### src/rtl/div_issue_stage_pkg.sv
// Shared definitions for the divider issue stage.
//   DIV_A_W / DIV_B_W : dividend and divisor widths of the datapath
//   DIV_DBZ_QUOT      : quotient reported when the divisor is zero
//   DIV_TAG_MAX_W     : storage width reserved for the opaque tag; the
//                       top-level TAG_W must not exceed it
//   div_req_t         : one queued operation {a, b, tag}
package div_issue_stage_pkg;

    localparam int DIV_A_W       = 16;
    localparam int DIV_B_W       = 8;
    localparam int DIV_TAG_MAX_W = 16;

    localparam logic [DIV_A_W-1:0] DIV_DBZ_QUOT = 16'hFFFF;

    typedef struct packed {
        logic [DIV_A_W-1:0]       a;
        logic [DIV_B_W-1:0]       b;
        logic [DIV_TAG_MAX_W-1:0] tag;
    } div_req_t;

endpackage

### src/rtl/div_16bit.sv
// Combinational 16-by-8 unsigned divider.
//   A      : dividend
//   B      : divisor
//   result : quotient A/B (DIV_DBZ_QUOT when B is zero)
//   odd    : remainder A%B, zero-extended to 16 bits (zero when B is zero)
module div_16bit
    import div_issue_stage_pkg::*;
(
    input  logic [DIV_A_W-1:0] A,
    input  logic [DIV_B_W-1:0] B,
    output logic [DIV_A_W-1:0] result,
    output logic [DIV_A_W-1:0] odd
);

    // One extra bit so the shifted partial remainder (< 2*B) never overflows.
    logic [DIV_B_W:0]   partial;
    logic [DIV_A_W-1:0] quot;

    // Restoring long division, one dividend bit per unrolled step, MSB first.
    always_comb begin
        partial = '0;
        quot    = '0;
        for (int i = DIV_A_W - 1; i >= 0; i--) begin
            partial = {partial[DIV_B_W-1:0], A[i]};
            if (partial >= {1'b0, B}) begin
                partial = partial - {1'b0, B};
                quot[i] = 1'b1;
            end
        end
    end

    // A zero divisor would leave the dividend in the partial remainder, so
    // the divide-by-zero results are forced explicitly.
    assign result = (B == '0) ? DIV_DBZ_QUOT : quot;
    assign odd    = (B == '0) ? '0
                              : {{(DIV_A_W - DIV_B_W){1'b0}}, partial[DIV_B_W-1:0]};

endmodule

### src/rtl/div_operand_fifo.sv
// Synchronous FIFO of div_req_t entries.
//   clk, rst_n : clock and asynchronous active-low reset
//   clear      : synchronous empty, takes priority over push and pop
//   push       : write wr_data (ignored when full)
//   pop        : discard the head entry (ignored when empty)
//   rd_data    : current head entry, only meaningful when count > 0
//   count      : occupancy, 0..DEPTH
module div_operand_fifo
    import div_issue_stage_pkg::*;
#(
    parameter int DEPTH = 4
) (
    input  logic                   clk,
    input  logic                   rst_n,
    input  logic                   clear,
    input  logic                   push,
    input  logic                   pop,
    input  div_req_t               wr_data,
    output div_req_t               rd_data,
    output logic [$clog2(DEPTH):0] count
);

    localparam int PTR_W = $clog2(DEPTH);
    localparam int CNT_W = PTR_W + 1;
    localparam logic [CNT_W-1:0] FULL_COUNT = CNT_W'(DEPTH);

    div_req_t         mem [DEPTH];
    logic [PTR_W-1:0] wr_ptr;
    logic [PTR_W-1:0] rd_ptr;
    logic             do_push;
    logic             do_pop;

    assign do_push = push && !clear && (count != FULL_COUNT);
    assign do_pop  = pop  && !clear && (count != '0);
    assign rd_data = mem[rd_ptr];

    // Storage is not reset; count alone decides which entries are live.
    always_ff @(posedge clk) begin
        if (do_push) begin
            mem[wr_ptr] <= wr_data;
        end
    end

    // DEPTH is a power of two, so the pointers wrap by plain overflow and
    // count is what tells a full FIFO from an empty one.
    always_ff @(posedge clk or negedge rst_n) begin
        if (!rst_n) begin
            wr_ptr <= '0;
            rd_ptr <= '0;
            count  <= '0;
        end else if (clear) begin
            wr_ptr <= '0;
            rd_ptr <= '0;
            count  <= '0;
        end else begin
            if (do_push) begin
                wr_ptr <= wr_ptr + 1'b1;
            end
            if (do_pop) begin
                rd_ptr <= rd_ptr + 1'b1;
            end
            case ({do_push, do_pop})
                2'b10:   count <= count + 1'b1;
                2'b01:   count <= count - 1'b1;
                default: count <= count;
            endcase
        end
    end

endmodule

### src/rtl/div_issue_stage.sv
// Issue stage around the combinational divider: operand FIFO in front,
// registered result stage with valid/ready behind.
//   clk, rst_n          : clock and asynchronous active-low reset
//   flush               : synchronous clear of FIFO and output stage
//   in_valid/in_ready   : operand handshake (in_a dividend, in_b divisor,
//                         in_tag returned with the result)
//   out_valid/out_ready : result handshake
//   out_quot, out_rem   : quotient and zero-extended remainder
//   out_dbz             : divisor was zero (quotient all ones, remainder 0)
//   out_tag             : tag of the operation
//   count               : operand FIFO occupancy
module div_issue_stage
    import div_issue_stage_pkg::*;
#(
    parameter int DEPTH = 4,
    parameter int TAG_W = 4
) (
    input  logic                   clk,
    input  logic                   rst_n,
    input  logic                   flush,
    input  logic                   in_valid,
    output logic                   in_ready,
    input  logic [DIV_A_W-1:0]     in_a,
    input  logic [DIV_B_W-1:0]     in_b,
    input  logic [TAG_W-1:0]       in_tag,
    output logic                   out_valid,
    input  logic                   out_ready,
    output logic [DIV_A_W-1:0]     out_quot,
    output logic [DIV_A_W-1:0]     out_rem,
    output logic                   out_dbz,
    output logic [TAG_W-1:0]       out_tag,
    output logic [$clog2(DEPTH):0] count
);

    localparam int CNT_W = $clog2(DEPTH) + 1;
    localparam logic [CNT_W-1:0] FULL_COUNT = CNT_W'(DEPTH);

    div_req_t           in_req;
    div_req_t           head;
    logic               push;
    logic               load;
    logic [DIV_A_W-1:0] div_quot;
    logic [DIV_A_W-1:0] div_rem;
    logic               tag_pad_unused;

    // No bypass: a full FIFO refuses input even if the head is leaving.
    assign in_ready = (count != FULL_COUNT);
    assign push     = in_valid && in_ready && !flush;

    // The head moves into the output register whenever that register is
    // empty or being drained this cycle, giving one result per cycle.
    assign load = (count != '0) && (!out_valid || out_ready);

    assign in_req.a   = in_a;
    assign in_req.b   = in_b;
    assign in_req.tag = DIV_TAG_MAX_W'(in_tag);

    // Tag storage is wider than TAG_W; the padding bits are never read back.
    assign tag_pad_unused = ^head.tag;

    div_operand_fifo #(
        .DEPTH (DEPTH)
    ) u_fifo (
        .clk     (clk),
        .rst_n   (rst_n),
        .clear   (flush),
        .push    (push),
        .pop     (load),
        .wr_data (in_req),
        .rd_data (head),
        .count   (count)
    );

    div_16bit u_div (
        .A      (head.a),
        .B      (head.b),
        .result (div_quot),
        .odd    (div_rem)
    );

    // Output register: flush wins, then a load, then a plain drain. Data is
    // only written on a load, so it holds while the consumer stalls.
    always_ff @(posedge clk or negedge rst_n) begin
        if (!rst_n) begin
            out_valid <= 1'b0;
            out_quot  <= '0;
            out_rem   <= '0;
            out_dbz   <= 1'b0;
            out_tag   <= '0;
        end else if (flush) begin
            out_valid <= 1'b0;
        end else if (load) begin
            out_valid <= 1'b1;
            out_quot  <= div_quot;
            out_rem   <= div_rem;
            out_dbz   <= (head.b == '0);
            out_tag   <= head.tag[TAG_W-1:0];
        end else if (out_ready) begin
            out_valid <= 1'b0;
        end
    end

endmodule

### config.mk
export PLATFORM = sky130hd
export DESIGN_NAME = div_issue_stage
export DESIGN_NICKNAME = d
export VERILOG_FILES = /design/src/rtl/div_issue_stage_pkg.sv /design/src/rtl/div_16bit.sv /design/src/rtl/div_operand_fifo.sv /design/src/rtl/div_issue_stage.sv
export SDC_FILE = /design/constraint.sdc
export NUM_CORES = 1
export LEC_CHECK = 0
export ABC_CLOCK_PERIOD_IN_PS = 54100
export CAP_MARGIN = 10
export CORE_MARGIN = 4
export CORE_UTILIZATION = 35
export CTS_BUF_LIST = sky130_fd_sc_hd__clkbuf_8
export CTS_CLUSTER_DIAMETER = 200
export DETAILED_ROUTE_END_ITERATION = 12
export GPL_TIMING_DRIVEN = 0
export PLACE_DENSITY = 0.54
export REMOVE_ABC_BUFFERS = 1
export SYNTH_ARGS = -nofsm -noshare
export SYNTH_HDL_FRONTEND = slang
export SYNTH_HIERARCHICAL = 1
export SYNTH_SLANG_ARGS = --single-unit
### constraint.sdc
create_clock -name clk -period 54.1 [get_ports clk]
set_input_delay 13.525 -clock clk [delete_from_list [all_inputs] [get_ports clk]]
set_output_delay 13.525 -clock clk [all_outputs]
set_load 0.02 [all_outputs]
# Word level (Yosys, flattened, before mapping)
# Memory sizes are Yosys's and may differ from the RTL's.
# Cells that the tools add are included.
# classes
n_addsub	20
order_cmp	16
n_eq_ne	3
mux	45
bitwise_logic	1
reduce_logical	17
# ops
cell	count
$mux W8	17
$ge A9 B8 Y1	15
$sub A8 B8 Y8	15
$mux W1	21
$mux W16	1
$reduce_bool A3 Y1	3
$ge A1 B8 Y1	1
$logic_not A8 Y1	1
$mux W2	4
$sub A1 B8 Y8	1
$logic_and A1 B1 Y1	7
$pmux W3 S2	1
$add A2 B1 Y2 const B	2
$reduce_bool A2 Y1	2
$add A3 B1 Y3 const B	1
$mux W3	1
$ne A3 B3 Y1 const B	1
$sub A3 B1 Y3 const B	1
$eq A2 B1 Y1 const B	1
$eq A2 B2 Y1 const B	1
$logic_not A1 Y1	2
$reduce_and A2 Y1	1
$logic_or A1 B1 Y1	1
$not A1 Y1	1
# word_totals
regBits	45
ramBits	112
in_bits	33
elab_cells	111
n_memories	1
# memory_table
name	depth	word_bits	rd	rd_clocked_by_memory_dff	write_ports	line_no	rtl
u_fifo.mem	4	28	1	0	1	div_operand_fifo.sv:27	div_req_t mem [DEPTH];

# Depth between registers and ports, before layout
# An unclocked memory read counts as a cell.
# logic_depth
word_depth	34
ltp_mapped	204
mapped_depth_nobuf	188

# By module
# The synthesis kept the hierarchy.
# by_module_without_submodules
mod	n_inst	cells_per_inst	area_each_um2	seq_area_each_um2
div_16bit	1	975	7198.2	0.0
div_operand_fifo	1	274	6352.3	4979.8
div_issue_stage	1	92	1486.4	950.9

# Worst setup path after synthesis
# Ideal clock, no wire load.
# synth_path
path_type	reg-to-reg
from	register u_fifo.rd_ptr[0]
to	register out_rem[2]
setup_time_ns	0.125
t_arrival_ns	36.693
path_slack_ns	17.283
path_stages_with_launch	193
path_buffers	16
cell_sequence	dfrtp_1 buf_2 buf_2 mux4_2 inv_1 ha_1 o211ai_4 a21oi_1 inv_1 ha_1 nor2b_1 o21ai_1 a31oi_1 a21oi_1 clkbuf_1 mux2_2 ha_1 a21oi_1 (+157 left out) mux2_2 inv_1 ha_1 nor2b_1 o21ai_0 nand2b_1 a21o_1 a21o_1 a21o_1 a21oi_1 o21ai_0 a21o_1 a31o_2 a221o_1 buf_6 mux2i_1 nor2_1 mux2_2
# synth_lines
item	line_no	rtl
start: declaration	div_operand_fifo.sv:29	logic [PTR_W-1:0] rd_ptr;
start signal: assignment	div_operand_fifo.sv:60	rd_ptr <= rd_ptr + 1'b1;
end signal: assignment	div_issue_stage.sv:95	out_rem <= div_rem;
end: declaration	div_issue_stage.sv:29	output logic [DIV_A_W-1:0] out_rem,

==> results.toml <==
[outcome]
status = "finished clean"

[setup_path]
slowest_delay_ns = 0.91
critPathRequiredTime_ns = 54.46
cp_max_fo = 30
critPathSlowestCell = "dfrtp_2"
cpMostUsedCell = "a21oi_1"
worst-endpoint-arrival_ns = 45.69
worstSetupStartpointType = "flip-flop"
critPathKind = "reg -> reg"
cp-end-kind = "flip-flop"

[clock_network]
cts_buffers = 17
cts.clk_slew.worst_paths_ns = 0.10
cts_max_level = 4
cts-root-buf = "clkbuf_8"
clkSinkCount = 157
clk_latency_ns = 0.48
cts_tree = "yes"
max-clock-path-buffers = 2
holdBufCountCts = 0
cts-resized-gates = 0
post_cts_buffers = 0

[sta]
clock_skew_ns = 0.0190
period_share_pct = 83.8
fin_setup_tns_ns = 0
slew_violations = 0
rsz0062_at_grt = "false"
slew_headroom_pct = 29.7
fin_crit_ns = 45.34
max_freq_ghz = 0.0221
worst_pin_slew_ns = 1.06
finalSetupViolCount = 0
finalHoldViolCount = 0

[job]
maxCapViolCount = 0

[detailed_routing]
wl_per_cell_um = 18.9
drt-initial-drc-count = 652
wl_mm = 35.2
ant_nets = 0
firstDrtPassIters = 5
viasPerCell = 5.42
vias = 10100
drc = 0

[synthesis]
netlist_area_um2 = 13300
yosysWarnings = 6
synthCells = 1278
syn_area_per_cell_um2 = 10.4

[place]
placed_area_um2 = 14500
routabilityCongestion = 0.864
numPortBuffers = 74
dp.cells = 1831
post-dp-hpwl_mm = 25.7

[floorplan]
die_w_um = 203
num_rows = 71
die_y_um = 203
dieArea_um2 = 41200
initial_utilization_pct = 35.4
fp.coreArea_um2 = 37600
ios = 75

[global_routing]
track_usage_pct = 17.1
antenna_found_initial = 2
grt.overflow.total = 0
grt_max_degree = 31
grt_pass1_wl_mm = 56.2
grt_pass1_vias = 10300

[layout]
nets = 1515
utilization_pct = 39.9
insertedDiodeCount = 0
final_cell_area_um2 = 15000
final_cells = 1864
area_growth_pct = 12.7
drive_gt1_share_pct = 12.3

[worst_hold_path]
hold_path_class = "reg -> reg"
[worst paths after layout]
path                                              start                       end  slack [ns]  cells after the start
max in group asynchronous                         rst_n  out_quot[11]$_DFFE_PN0P_       40.52                      2
max reg2reg                u_fifo/rd_ptr[1]$_DFFE_PN0P_    out_rem[5]$_DFFE_PN0P_        8.76                    178
min reg2reg                     out_quot[9]$_DFFE_PN0P_   out_quot[9]$_DFFE_PN0P_        0.50                      1
max                        u_fifo/rd_ptr[1]$_DFFE_PN0P_    out_rem[5]$_DFFE_PN0P_        8.76                    178
min                             out_quot[9]$_DFFE_PN0P_   out_quot[9]$_DFFE_PN0P_        0.50                      1
min in group asynchronous                         rst_n    out_rem[2]$_DFFE_PN0P_       13.01                      1
[registers in the layout (all words and copies together) (netlist names)]
| name | cells |
|---|---|
| out_dbz | 1 |
| out_quot | 16 |
| out_rem | 16 |
| out_tag | 4 |
| out_valid | 1 |
| u_fifo/count | 3 |
| u_fifo/mem | 112 |
| u_fifo/rd_ptr | 2 |
| u_fifo/wr_ptr | 2 |
[per-layer routing]
| metal | wire length, um | track usage [%] | up-vias |
|---|---|---|---|
| met2 | 16100 | 28.0 | 238 |
| met5 | 22 | 0 | - |
| li1 | - | - | 4913 |
| met3 | 1800 | 3.43 | 45 |
| met4 | 614 | 4.50 | 4 |
| met1 | 16600 | 23.5 | 4897 |
[final cells by class]
type                       instances  area [um^2]
timing repair buffer              79          858
fill                            3655        22600
multi-input combinational       1006         8280
inverter                          79          297
tap                              511          639
sequential                       157         4490
clock buffer                      17          234
clock inverter                    15          199
[metrics by stage]
step / worst slack (ns) / hold slack (ns)
after floorplan: 16.73 / 0.556
after global placement: 8.04 / 0.470
after detailed placement: 8.78 / 0.478
after CTS: 8.55 / 0.503
after global routing: 5.03 / 0.528
final: 8.76 / 0.497
[cells in the final DEF, fill, tap and decap left out, types with 9 or more instances in the layout]
cell type and n:
o21bai_1 18, mux2i_1 31, xor2_1 40, nor3_1 18, nor2b_1 26, mux2_2 61, a31oi_1 9, or3_1 9
a21o_1 49, inv_1 77, a221o_1 9, xnor2_1 39, mux4_2 28, ha_1 126, dfrtp_1 43, nor2_1 78
edfxtp_1 112, fa_1 16, clkdlybuf4s50_1 73, nand3_1 25, a21oi_1 72, clkbuf_8 17, nand4_1 13, nand2_1 80
o21ai_0 56, nand2b_1 24, o21a_1 22
[critical path: cells and delay by family (launching register included)]
family	cells	cell delay (ns)
compound gates	111	25.64
fa+ha+maj	16	5.32
buf+inv	8	1.29
flops	1	0.91
mux	9	3.48
simple gates	34	8.47
Power is left out: the tool's default activity adds up to more than one toggle a clock period on the data nets, which glitch-free logic cannot reach.
